===== config.mk =====
export PLATFORM = sky130hd
export DESIGN_NAME = gray_updown_counter
export DESIGN_NICKNAME = d
export VERILOG_FILES = /design/src/rtl/gray_pkg.sv /design/src/rtl/gray_bin2gray.sv /design/src/rtl/gray_updown_counter.sv
export SDC_FILE = /design/constraint.sdc
export NUM_CORES = 1
export LEC_CHECK = 0
export BUFFER_PORTS_ARGS = -buffer_cell sky130_fd_sc_hd__buf_2
export CAP_MARGIN = 20
export CORE_MARGIN = 2
export CORE_UTILIZATION = 29
export DETAILED_ROUTE_END_ITERATION = 16
export PLACE_DENSITY = 0.52
export REMOVE_ABC_BUFFERS = 1
export SLEW_MARGIN = 10
export SYNTH_ARGS = -nofsm -noshare
export SYNTH_HDL_FRONTEND = slang
export SYNTH_SLANG_ARGS = --single-unit

===== constraint.sdc =====
create_clock -name clk -period 2.1 [get_ports clk]
set_input_delay 0.63 -clock clk [delete_from_list [all_inputs] [get_ports clk]]
set_output_delay 0.63 -clock clk [all_outputs]
set_load 0.005 [all_outputs]

===== src/rtl/gray_pkg.sv =====
// gray_pkg: shared definitions for the Gray up/down counter family.
//   bin2gray  - binary to reflected-binary Gray conversion (up to 32 bits)
//   gray2bin  - inverse conversion, used when checking Gray outputs
//   UP / DN   - encodings of the up_dn direction input
//   MODE_WRAP / MODE_SAT - encodings of the WRAP parameter
package gray_pkg;

    localparam logic UP        = 1'b1;
    localparam logic DN        = 1'b0;
    localparam bit   MODE_WRAP = 1'b1;
    localparam bit   MODE_SAT  = 1'b0;

    function automatic logic [31:0] bin2gray(input logic [31:0] b);
        return b ^ (b >> 1);
    endfunction

    // Each binary bit is the XOR of all Gray bits at or above it, so walk
    // down from the MSB carrying the running parity.
    function automatic logic [31:0] gray2bin(input logic [31:0] g);
        logic [31:0] b;
        b[31] = g[31];
        for (int i = 30; i >= 0; i--) begin
            b[i] = b[i+1] ^ g[i];
        end
        return b;
    endfunction

endpackage


===== src/rtl/gray_bin2gray.sv =====
// gray_bin2gray: combinational N-bit binary to Gray converter.
//   bin  - binary input value
//   gray - Gray-coded equivalent of bin
module gray_bin2gray
    import gray_pkg::*;
#(
    parameter int N = 4
) (
    input  logic [N-1:0] bin,
    output logic [N-1:0] gray
);

    assign gray = N'(bin2gray(32'(bin)));

endmodule


===== src/rtl/gray_updown_counter.sv =====
// gray_updown_counter: parametrised binary/Gray up/down counter with
// enable, synchronous parallel load and wrap-or-saturate end behaviour.
//   clk      - rising-edge clock
//   reset    - synchronous, active-high; loads RESET_VAL
//   en       - count enable, one step per cycle
//   up_dn    - 1 = count up, 0 = count down
//   load     - synchronous parallel load of load_val (overrides en)
//   load_val - binary value to load
//   gray     - registered Gray count, always matching bin
//   bin      - registered binary count
//   tc       - combinational terminal count for the current direction
//   wrap     - registered one-cycle pulse after a wrap-around step
module gray_updown_counter
    import gray_pkg::*;
#(
    parameter int           N         = 4,
    parameter bit           WRAP      = MODE_WRAP,
    parameter logic [N-1:0] RESET_VAL = '0
) (
    input  logic         clk,
    input  logic         reset,
    input  logic         en,
    input  logic         up_dn,
    input  logic         load,
    input  logic [N-1:0] load_val,
    output logic [N-1:0] gray,
    output logic [N-1:0] bin,
    output logic         tc,
    output logic         wrap
);

    localparam logic [N-1:0] MAX_VAL   = '1;
    localparam logic [N-1:0] RESET_GRY = N'(bin2gray(32'(RESET_VAL)));

    logic [N-1:0] b_q;
    logic [N-1:0] gray_q;
    logic         wrap_q;
    logic [N-1:0] b_next;
    logic [N-1:0] gray_next;
    logic         wrap_next;
    logic         at_end;

    // At the end of the range for the requested direction; also drives tc.
    assign at_end = (up_dn == UP) ? (b_q == MAX_VAL) : (b_q == '0);

    // NOTE: every variable gets its default before any branch, so no path
    // leaves it unassigned and no latch is inferred.
    always_comb begin
        b_next    = b_q;
        wrap_next = 1'b0;
        if (load) begin
            b_next = load_val;
        end else if (en) begin
            if (at_end) begin
                // Saturate mode simply keeps the default hold value.
                if (WRAP == MODE_WRAP) begin
                    b_next    = (up_dn == UP) ? '0 : MAX_VAL;
                    wrap_next = 1'b1;
                end
            end else begin
                b_next = (up_dn == UP) ? b_q + 1'b1 : b_q - 1'b1;
            end
        end
    end

    // Converting the next value (not the current one) keeps gray aligned
    // with bin without an extra register stage.
    gray_bin2gray #(.N(N)) u_bin2gray (
        .bin  (b_next),
        .gray (gray_next)
    );

    // NOTE: state registers use non-blocking assignments so every register
    // samples the pre-edge values, independent of statement order.
    always_ff @(posedge clk) begin
        if (reset) begin
            b_q    <= RESET_VAL;
            gray_q <= RESET_GRY;
            wrap_q <= 1'b0;
        end else begin
            b_q    <= b_next;
            gray_q <= gray_next;
            wrap_q <= wrap_next;
        end
    end

    assign bin  = b_q;
    assign gray = gray_q;
    assign wrap = wrap_q;
    assign tc   = at_end;

endmodule


# [Word level (Yosys, flattened, before mapping)]
# Index checks and enable logic that the tools add are counted.
[totals] reg_bits=9 latch_bits=0 ramBits=0 mem_bits_ro=0 input_bits=9 mem_count=0
[op_classes] n_addsub=2 mul=0 div=0 order_cmp=0 eq_ne=1 n_shift=0 n_mux=7 bitwise_logic=2 n_reduce_logical=2
[ops] cell="4-bit 2-to-1 mux" count=5
[ops] cell="4-bit by 1-bit adder with 4-bit output (second input constant)" count=1
[ops] cell="4-bit == test (second input constant)" count=1
[ops] cell="4-bit logical NOT" count=1
[ops] cell="4-bit by 1-bit subtractor with 4-bit output (second input constant)" count=1
[ops] cell="4-bit by 3-bit bitwise XOR with 4-bit output" count=1
[ops] cell="3-bit OR reduction" count=1
[ops] cell="1-bit 2-to-1 mux" count=2
[ops] cell="1-bit NOT" count=1

# [Depth between registers and ports, before layout]
# Gate-level depths: netlist of run 1.
[logic_depth] ltp_word=6 ltp_mapped=7 ltp_nobuf=7

# [By module]
# Synthesis of run 1 repeated with hierarchy kept, for this count alone.
[hier_totals] hier_cells=62 hier_area_um2=545.5
[by_module_without_submodules] module="gray_updown_counter" n_inst=1 cells_each=58 area_each_um2=511.7 seq_area_each_um2=180.2
[by_module_without_submodules] module="gray_bin2gray" n_inst=1 cells_each=4 area_each_um2=33.8 seq_area_each_um2=0.0

# [Worst setup path before layout of run 1]
# No wires, ideal clock.
[synth_path] kind="input to register" startpoint="input up_dn" endpoint="register gray_q[2], in the netlist gray[2]" arrival_ns=2.030 path_slack_ns=-0.051 stages=7 n_path_buf=0 cell_sequence="inv_1 > ha_1 > a21oi_1 > nand3_1 > a2111oi_2 > nor2_1 > mux2_4"
[synth_via] elab_chain_len=5 elab_cells_between_ends=7
[synth_lines] element="start: declaration" line="gray_updown_counter.sv:23" text="input logic up_dn,"
[synth_lines] element="4-bit 2-to-1 mux (tied with other cells)" line="gray_updown_counter.sv:61" text="b_next = (up_dn == UP) ? b_q + 1'b1 : b_q - 1'b1;"
[synth_lines] element="4-bit 2-to-1 mux (*)" line="gray_updown_counter.sv:54" text="if (at_end) begin"
[synth_lines] element="4-bit 2-to-1 mux (*)" line="gray_updown_counter.sv:53" text="end else if (en) begin"
[synth_lines] element="4-bit 2-to-1 mux (*)" line="gray_updown_counter.sv:51" text="if (load) begin"
[synth_lines] element="4-bit by 3-bit bitwise XOR with 4-bit output (*)" line="gray_pkg.sv:14" text="return b ^ (b >> 1);"
[synth_lines] element="end signal: assignment" line="gray_updown_counter.sv:82" text="gray_q <= gray_next;"
[synth_lines] element="end: declaration" line="gray_updown_counter.sv:36" text="logic [N-1:0] gray_q;"
# Every way passes the cells marked *; elsewhere a longest branch is shown, timed or not.
# A chain may end at the register's enable or synchronous reset.

# [Worst setup path after layout of run 1]
[layout_path] startpoint="register b_q[0], in the netlist bin[0]" endpoint="output tc"
[layout_via] elab_chain_len=2 elab_cells_between_ends=3
[layout_lines] element="start: declaration" line="gray_updown_counter.sv:35" text="logic [N-1:0] b_q;"
[layout_lines] element="start signal: assignment" line="gray_updown_counter.sv:81" text="b_q <= b_next;"
[layout_lines] element="4-bit == test / 4-bit logical NOT (equally long branches)" line="gray_updown_counter.sv:44" text="assign at_end = (up_dn == UP) ? (b_q == MAX_VAL) : (b_q == '0);"
[layout_lines] element="1-bit 2-to-1 mux (*)" line="gray_updown_counter.sv:44"
[layout_lines] element="end: declaration" line="gray_updown_counter.sv:28" text="output logic tc,"
# Marks and branches as above.

==> results_tabular.tex, run 1 <==
\begin{tabular}{lr}
\hline
Metric & Value \\
\hline
\multicolumn{2}{l}{\textbf{Timing}} \\
Max Freq & 0.489 GHz \\
Post-route fraction of the period consumed by the critical path & 97.4\% \\
Layout Skew & 0.000231 ns \\
Number of max-slew violations in the final report & 0 \\
Min Hold Slack & 0.641 ns \\
Unrepaired setup endpoints after global routing & yes \\
Final-report hold violation count & 0 \\
Max-slew headroom & 75.7\% \\
Final sum of negative setup slack & 0 ns \\
Finish-stage setup viols & 0 \\
Final worst slack & 0.0539 ns \\
Tmin final & 2.05 ns \\
Transition time at the pin with the least slew margin & 0.364 ns \\
\multicolumn{2}{l}{\textbf{Detailed routing}} \\
Detail-routed via count per cell & 4.66 \\
Sum of routed wire length over all layers & 1.31 mm \\
Via total after detailed routing & 517 \\
Count of nets left with antenna violations after detail routing & 0 \\
Number of search-and-repair iterations in the first detailed-routing pass & 4 \\
Amount of wire on met3 after detailed routing & 77 um \\
WL met1 & 617 um \\
Top routing layer used & met4 \\
Detail-routed net length per standard cell & 11.8 um \\
Detailed-routed wire length on met2 & 591 um \\
Final routed DRC violation total & 0 \\
Starting DRC count in detailed routing & 5 \\
\multicolumn{2}{l}{\textbf{GRT}} \\
Total grt overflow & 0 \\
Via count of the first global-routing pass & 505 \\
First-pass GRT wire length & 2.30 mm \\
Pin count of the biggest net entering global routing & 9 \\
Number of antenna violations at the first check in global routing & 0 \\
Global Route Usage Sum & 15.4\% \\
\multicolumn{2}{l}{\textbf{Worst hold path}} \\
Kind of path behind the tightest hold check & in -> reg \\
Hold Startpoint & load\_val[0] \\
\multicolumn{2}{l}{\textbf{Layout}} \\
Top library cells by usage in the layout, fill and taps aside & sky130\_fd\_sc\_hd\_\_buf\_2, sky130\_fd\_sc\_hd\_\_buf\_4, sky130\_fd\_sc\_hd\_\_nor2\_1 \\
Number of nets in the layout & 100 \\
Area delta synth->final & 47.0\% \\
Filler cell count & 181 \\
Core Util, Final & 44.5\% \\
Ant. Diodes & 0 \\
Register area & 165 um2 \\
Layout cells sized above 1 & 53.5\% \\
Most common cell after layout, fill and taps aside & sky130\_fd\_sc\_hd\_\_buf\_2 \\
Area occupied by multi-input gates & 362 um2 \\
\multicolumn{2}{l}{\textbf{Clocking}} \\
Clock-pin slew of the registers on the worst-case setup and hold paths & 0.05 ns \\
Clock tree sinks & 8 \\
CTS tree & done \\
Clock latency on the worst-skew pair & 0.25 ns \\
Maximum buffer depth of the clock tree & 2 \\
Post-cts hold buffer count & 0 \\
Inserted Clock Buffers & 3 \\
Root buffer cell & sky130\_fd\_sc\_hd\_\_clkbuf\_4 \\
H-tree levels & 1 \\
\multicolumn{2}{l}{\textbf{Place}} \\
GPL Wtd Cong & 0.814 \\
Port Buf Inserts & 18 \\
Pre-CTS worst setup slack & -0.336 ns \\
Final HPWL DP & 1.03 mm \\
\multicolumn{2}{l}{\textbf{Setup path}} \\
CP endpoint & tc \\
R2R Path End & gray[2] \\
Worst Reg-to-Reg Cells & 7 \\
Sort of element at the start of the critical path & flop \\
Setup crit start & bin[0] \\
Worst EP required & 1.47 ns \\
Critical-path maximum fanout & 5 \\
Arr. time, crit path & 1.42 ns \\
Flop2flop setup slack & 0.19 ns \\
Critical register-to-register path startpoint & bin[0] \\
Critical path endpoint category & primary output \\
Critical path type & reg -> out \\
\multicolumn{2}{l}{\textbf{Run status}} \\
Outcome & complete, no violations \\
\multicolumn{2}{l}{\textbf{Synthesis}} \\
Part of the Yosys area used for sequential elements & 31.0\% \\
Proportion of register bits with asynchronous set or reset after synthesis & 0\% \\
Synth warnings & 0 \\
Average size of a mapped cell & 8.91 um2 \\
Synthesized cell area & 517 um2 \\
Number of standard cells after synthesis & 58 \\
Count of cell types in the netlist & 29 \\
Register bit count reported by yosys & 8 \\
Number of enable flip-flop cells after synthesis & 0 \\
Most used flip-flop cell after synthesis & sky130\_fd\_sc\_hd\_\_dfxtp\_1 \\
\multicolumn{2}{l}{\textbf{Job}} \\
Maximum Capacitance Violations & 0 \\
\multicolumn{2}{l}{\textbf{Floorplan}} \\
Standard cell core area & 0.00171 mm2 \\
Overall die width & 46.2 um \\
Floorplan row count & 15 \\
Starting utilization of the core area & 30.3\% \\
Number of placed I/O pins & 19 \\
Die Y-Extent & 46.2 um \\
Area enclosed by the die boundary & 0.00214 mm2 \\
\multicolumn{2}{l}{\textbf{Power and ir drop}} \\
Post-route total power & 459 uW \\
Max VDD drop & 387 uV \\
Leakage power figure & 0.345 nW \\
Cell Pwr Density & 605 mW/mm2 \\
\hline
\end{tabular}
[registers in the layout, summed over array words and instances, names as in the netlist]
signal,count
bin,4
gray,3
wrap,1
[power by group]
part	internal, mW	leakage [nW]	switching, mW	total (mW)
clock	0.0651	0.0138	0.0485	0.114
sequential	0.168	0.0672	0.0107	0.178
combinational	0.0902	0.264	0.0772	0.167
total	0.323	0.345	0.136	0.459
[worst max-delay path, cell delays in order, from the launching register on]
cell                      delay (ns)
sky130_fd_sc_hd__dfxtp_2        0.35
sky130_fd_sc_hd__or4_4          0.56
sky130_fd_sc_hd__o21ai_2        0.14
sky130_fd_sc_hd__buf_2          0.13
[routing by layer]
metal | vias up | global-route usage [%]
met5 | - | 0
met4 | 0 | 4.57
met3 | 2 | 6.67
met2 | 18 | 22.5
met1 | 232 | 20.4
li1 | 265 | -
[cells in the mapped netlist, types with 2 or more instances]
| library cell | number | area (um2) |
|---|---|---|
| sky130_fd_sc_hd__a21oi_1 | 2 | 10.0 |
| sky130_fd_sc_hd__dfxtp_1 | 8 | 160 |
| sky130_fd_sc_hd__ha_1 | 2 | 25.0 |
| sky130_fd_sc_hd__inv_1 | 3 | 11.3 |
| sky130_fd_sc_hd__nand2_1 | 2 | 7.51 |
| sky130_fd_sc_hd__nand3_1 | 2 | 10.0 |
| sky130_fd_sc_hd__nor2_1 | 9 | 33.8 |
| sky130_fd_sc_hd__nor3_1 | 2 | 10.0 |
| sky130_fd_sc_hd__nor3b_1 | 2 | 15.0 |
| sky130_fd_sc_hd__o21ai_0 | 4 | 20.0 |
| sky130_fd_sc_hd__xnor2_1 | 2 | 17.5 |
| sky130_fd_sc_hd__xor2_1 | 3 | 26.3 |
[cell families after synthesis]
group	synth area share [%]
AOI/OAI and AO/OA	18.2
xor gates and xnor gates	8.48
adders and majority gates	8.72
buffers and inverters	5.33
DFF	31.0
muxes	2.90
and+or+nand+nor	25.4
[timing repair]
item,CTS,global route
cloned,0,0
pin swaps,2,5
endpoints found under the setup margin,2,3
buffers inserted,2,0
resized for setup,7,5
[metrics by stage]
step / instances / cell area [um2]
after floorplan: 55 / 500
after global placement: 107 / 689
after detailed placement: 107 / 689
after CTS: 112 / 764
after global routing: 111 / 759
final: 111 / 759
[worst min-delay path by stage]
stage                     endpoint  depth (start not counted)
after floorplan             bin[3]                          4
after global placement      bin[0]                          4
after detailed placement    bin[0]                          4
after CTS                   bin[0]                          3
after global routing        bin[0]                          3
final                       bin[0]                          3
[layout make-up]
cell class              count  share of cell area, %
inverters                   3                   1.48
well taps                  25                   4.12
multi-input cells          44                   47.6
flip-flops and latches      8                   21.7
clock buffers               3                   2.97
repair buffers             28                   22.1
(Power assumes the default switching activity.)
==> run 2: changes to the inputs <==
Settings changed: RECOVER_POWER set to 50.
==> run 2 against run 1 <==
Register-to-register slack barely moved; first-iteration DRC count shrank 20%; largest power group unchanged; final area is 0.66% lower; critical endpoint unchanged; largest cell class unchanged.
==> results_tabular.tex, run 2 (synthesis gave the netlist of run 1 again) <==
\begin{tabular}{lr}
\hline
Metric & Value \\
\hline
\multicolumn{2}{l}{\textbf{Run status}} \\
Outcome & complete, no violations \\
\multicolumn{2}{l}{\textbf{Power and ir drop}} \\
Post-route total power & 458 uW \\
Clock share of power & 24.9\% \\
Cell Pwr Density & 607 mW/mm2 \\
Leakage power figure & 0.331 nW \\
Switching portion of total power & 29.9\% \\
Switching power & 137 uW \\
Internal Dissipation & 321 uW \\
Max VDD drop & 388 uV \\
Comb pwr share & 36.2\% \\
Sequential share of power & 39.0\% \\
\multicolumn{2}{l}{\textbf{Place}} \\
Final HPWL DP & 1.03 mm \\
Pre-CTS worst setup slack & -0.336 ns \\
GPL Wtd Cong & 0.814 \\
Port Buf Inserts & 18 \\
Instance count after placement with tap cells included & 107 \\
\multicolumn{2}{l}{\textbf{Detailed routing}} \\
Detail-routed net length per standard cell & 11.8 um \\
Amount of wire on met3 after detailed routing & 82 um \\
Via total after detailed routing & 518 \\
Starting DRC count in detailed routing & 4 \\
WL met1 & 620 um \\
Detail-routed via count per cell & 4.67 \\
Sum of routed wire length over all layers & 1.31 mm \\
Final routed DRC violation total & 0 \\
Detailed-routed wire length on met2 & 591 um \\
Top routing layer used & met4 \\
Count of nets left with antenna violations after detail routing & 0 \\
Number of search-and-repair iterations in the first detailed-routing pass & 4 \\
\multicolumn{2}{l}{\textbf{Clocking}} \\
Root buffer cell & sky130\_fd\_sc\_hd\_\_clkbuf\_4 \\
Maximum buffer depth of the clock tree & 2 \\
Clock latency on the worst-skew pair & 0.25 ns \\
CTS tree & done \\
H-tree levels & 1 \\
Post-cts hold buffer count & 0 \\
Inserted Clock Buffers & 3 \\
Clock tree sinks & 8 \\
Clock-pin slew of the registers on the worst-case setup and hold paths & 0.05 ns \\
\multicolumn{2}{l}{\textbf{Setup path}} \\
Critical register-to-register path startpoint & bin[0] \\
Worst stage delay on the critical path & 0.56 ns \\
Critical path type & reg -> out \\
Worst Reg-to-Reg Cells & 7 \\
Critical Path Slowest Stage Cell & sky130\_fd\_sc\_hd\_\_or4\_4 \\
Kind of cell adding the most delay to the critical path & simple AND/OR/NAND/NOR gates \\
Count of cell instances traversed by the critical path & 3 \\
R2R Path End & gray[2] \\
Sequence of cells on the critical path & or4\_4 -> o21ai\_2 -> buf\_2 \\
Sort of element at the start of the critical path & flop \\
Critical path endpoint category & primary output \\
Bufs and invs on worst path & 1 \\
Setup crit start & bin[0] \\
CP endpoint & tc \\
Flop2flop setup slack & 0.19 ns \\
Arr. time, crit path & 1.42 ns \\
Worst EP required & 1.47 ns \\
Critical-path maximum fanout & 5 \\
\multicolumn{2}{l}{\textbf{Layout}} \\
Ant. Diodes & 0 \\
Top library cells by usage in the layout, fill and taps aside & sky130\_fd\_sc\_hd\_\_buf\_2, sky130\_fd\_sc\_hd\_\_buf\_4, sky130\_fd\_sc\_hd\_\_nor2\_1 \\
Layout cells sized above 1 & 48.8\% \\
Core Util, Final & 44.2\% \\
Final Instance Count excl. Fillers & 111 \\
Most common cell after layout, fill and taps aside & sky130\_fd\_sc\_hd\_\_buf\_2 \\
Max reg flops & 4 \\
Number of nets in the layout & 100 \\
Filler cell count & 184 \\
Area delta synth->final & 46.0\% \\
\multicolumn{2}{l}{\textbf{Floorplan}} \\
Starting utilization of the core area & 30.3\% \\
Floorplan row count & 15 \\
Area enclosed by the die boundary & 0.00214 mm2 \\
Standard cell core area & 0.00171 mm2 \\
Overall die width & 46.2 um \\
Die Y-Extent & 46.2 um \\
Number of placed I/O pins & 19 \\
\multicolumn{2}{l}{\textbf{Timing}} \\
Transition time at the pin with the least slew margin & 0.364 ns \\
Number of max-slew violations in the final report & 0 \\
Final-report hold violation count & 0 \\
Tmin final & 2.05 ns \\
Unrepaired setup endpoints after global routing & yes \\
Min Hold Slack & 0.640 ns \\
Post-route fraction of the period consumed by the critical path & 97.5\% \\
Final worst slack & 0.0533 ns \\
Finish-stage setup viols & 0 \\
Max Freq & 0.489 GHz \\
Layout Skew & 0.000642 ns \\
Max-slew headroom & 75.7\% \\
\multicolumn{2}{l}{\textbf{Worst hold path}} \\
Hold Startpoint & load\_val[0] \\
Kind of path behind the tightest hold check & in -> reg \\
\multicolumn{2}{l}{\textbf{GRT}} \\
Pin count of the biggest net entering global routing & 9 \\
Via count of the first global-routing pass & 505 \\
First-pass GRT wire length & 2.30 mm \\
Global Route Usage Sum & 15.4\% \\
Total grt overflow & 0 \\
Number of antenna violations at the first check in global routing & 0 \\
\multicolumn{2}{l}{\textbf{Job}} \\
Maximum Capacitance Violations & 0 \\
\hline
\end{tabular}
run 2: cell types whose count changed in the layout (fill, tap and decap cells not counted):
| cell | before | now |
|---|---|---|
| sky130_fd_sc_hd__buf_2 | 17 | 13 |
| sky130_fd_sc_hd__clkbuf_1 | 0 | 4 |
run 2: power groups by stage:
stage                     combinational [mW]  sequential (mW)  clock [mW]
after CTS                              0.172            0.177       0.118
after floorplan                       0.0780            0.184           0
after detailed placement               0.152            0.179           0
final                                  0.166            0.179       0.114
after global routing                   0.187            0.180       0.131
after global placement                 0.150            0.179           0
run 2: worst reg2reg max path, cell delays in order (launching register included):
cell and delay, ns:
sky130_fd_sc_hd__dfxtp_2 0.38, sky130_fd_sc_hd__inv_1 0.07, sky130_fd_sc_hd__fa_1 0.40, sky130_fd_sc_hd__xor2_1 0.13, sky130_fd_sc_hd__o21ai_1 0.08, sky130_fd_sc_hd__a221o_2 0.35, sky130_fd_sc_hd__nor2b_4 0.13, sky130_fd_sc_hd__mux2_4 0.26
run 2: metal layers:
layer | vias up | track usage, %
met1 | 232 | 20.4
met4 | 0 | 4.57
met5 | - | 0
met2 | 18 | 22.5
li1 | 266 | -
met3 | 2 | 6.67
run 2: stage by stage:
step	instance area [um2]	TNS (ns)
floorplan	500	-0.0514
global placement	689	-0.525
detailed placement	689	-0.655
CTS	764	-0.0140
global route	754	-0.0159
finish	754	0
run 2: worst min-delay path by stage:
stage / endpoint / cells after the start
CTS: bin[0] / 3
finish: bin[0] / 3
detailed placement: bin[0] / 4
global placement: bin[0] / 4
global route: bin[0] / 3
floorplan: bin[3] / 4
run 2: timing repair:
action,in CTS,in global routing
gates cloned,0,0
endpoints found under the setup margin,2,3
endpoints found under the hold margin,0,0
buffers inserted,2,0
pin swaps,2,5
resized for setup,7,5
run 2: area by class of cell:
| class | instances | area, um2 | area share [%] |
|---|---|---|---|
| Inverter | 3 | 11.3 | 1.49 |
| Timing Repair Buffer | 28 | 163 | 21.6 |
| Multi-Input combinational cell | 44 | 362 | 47.9 |
| Sequential cell | 8 | 165 | 21.9 |
| Tap cell | 25 | 31.3 | 4.15 |
| Clock buffer | 3 | 22.5 | 2.99 |
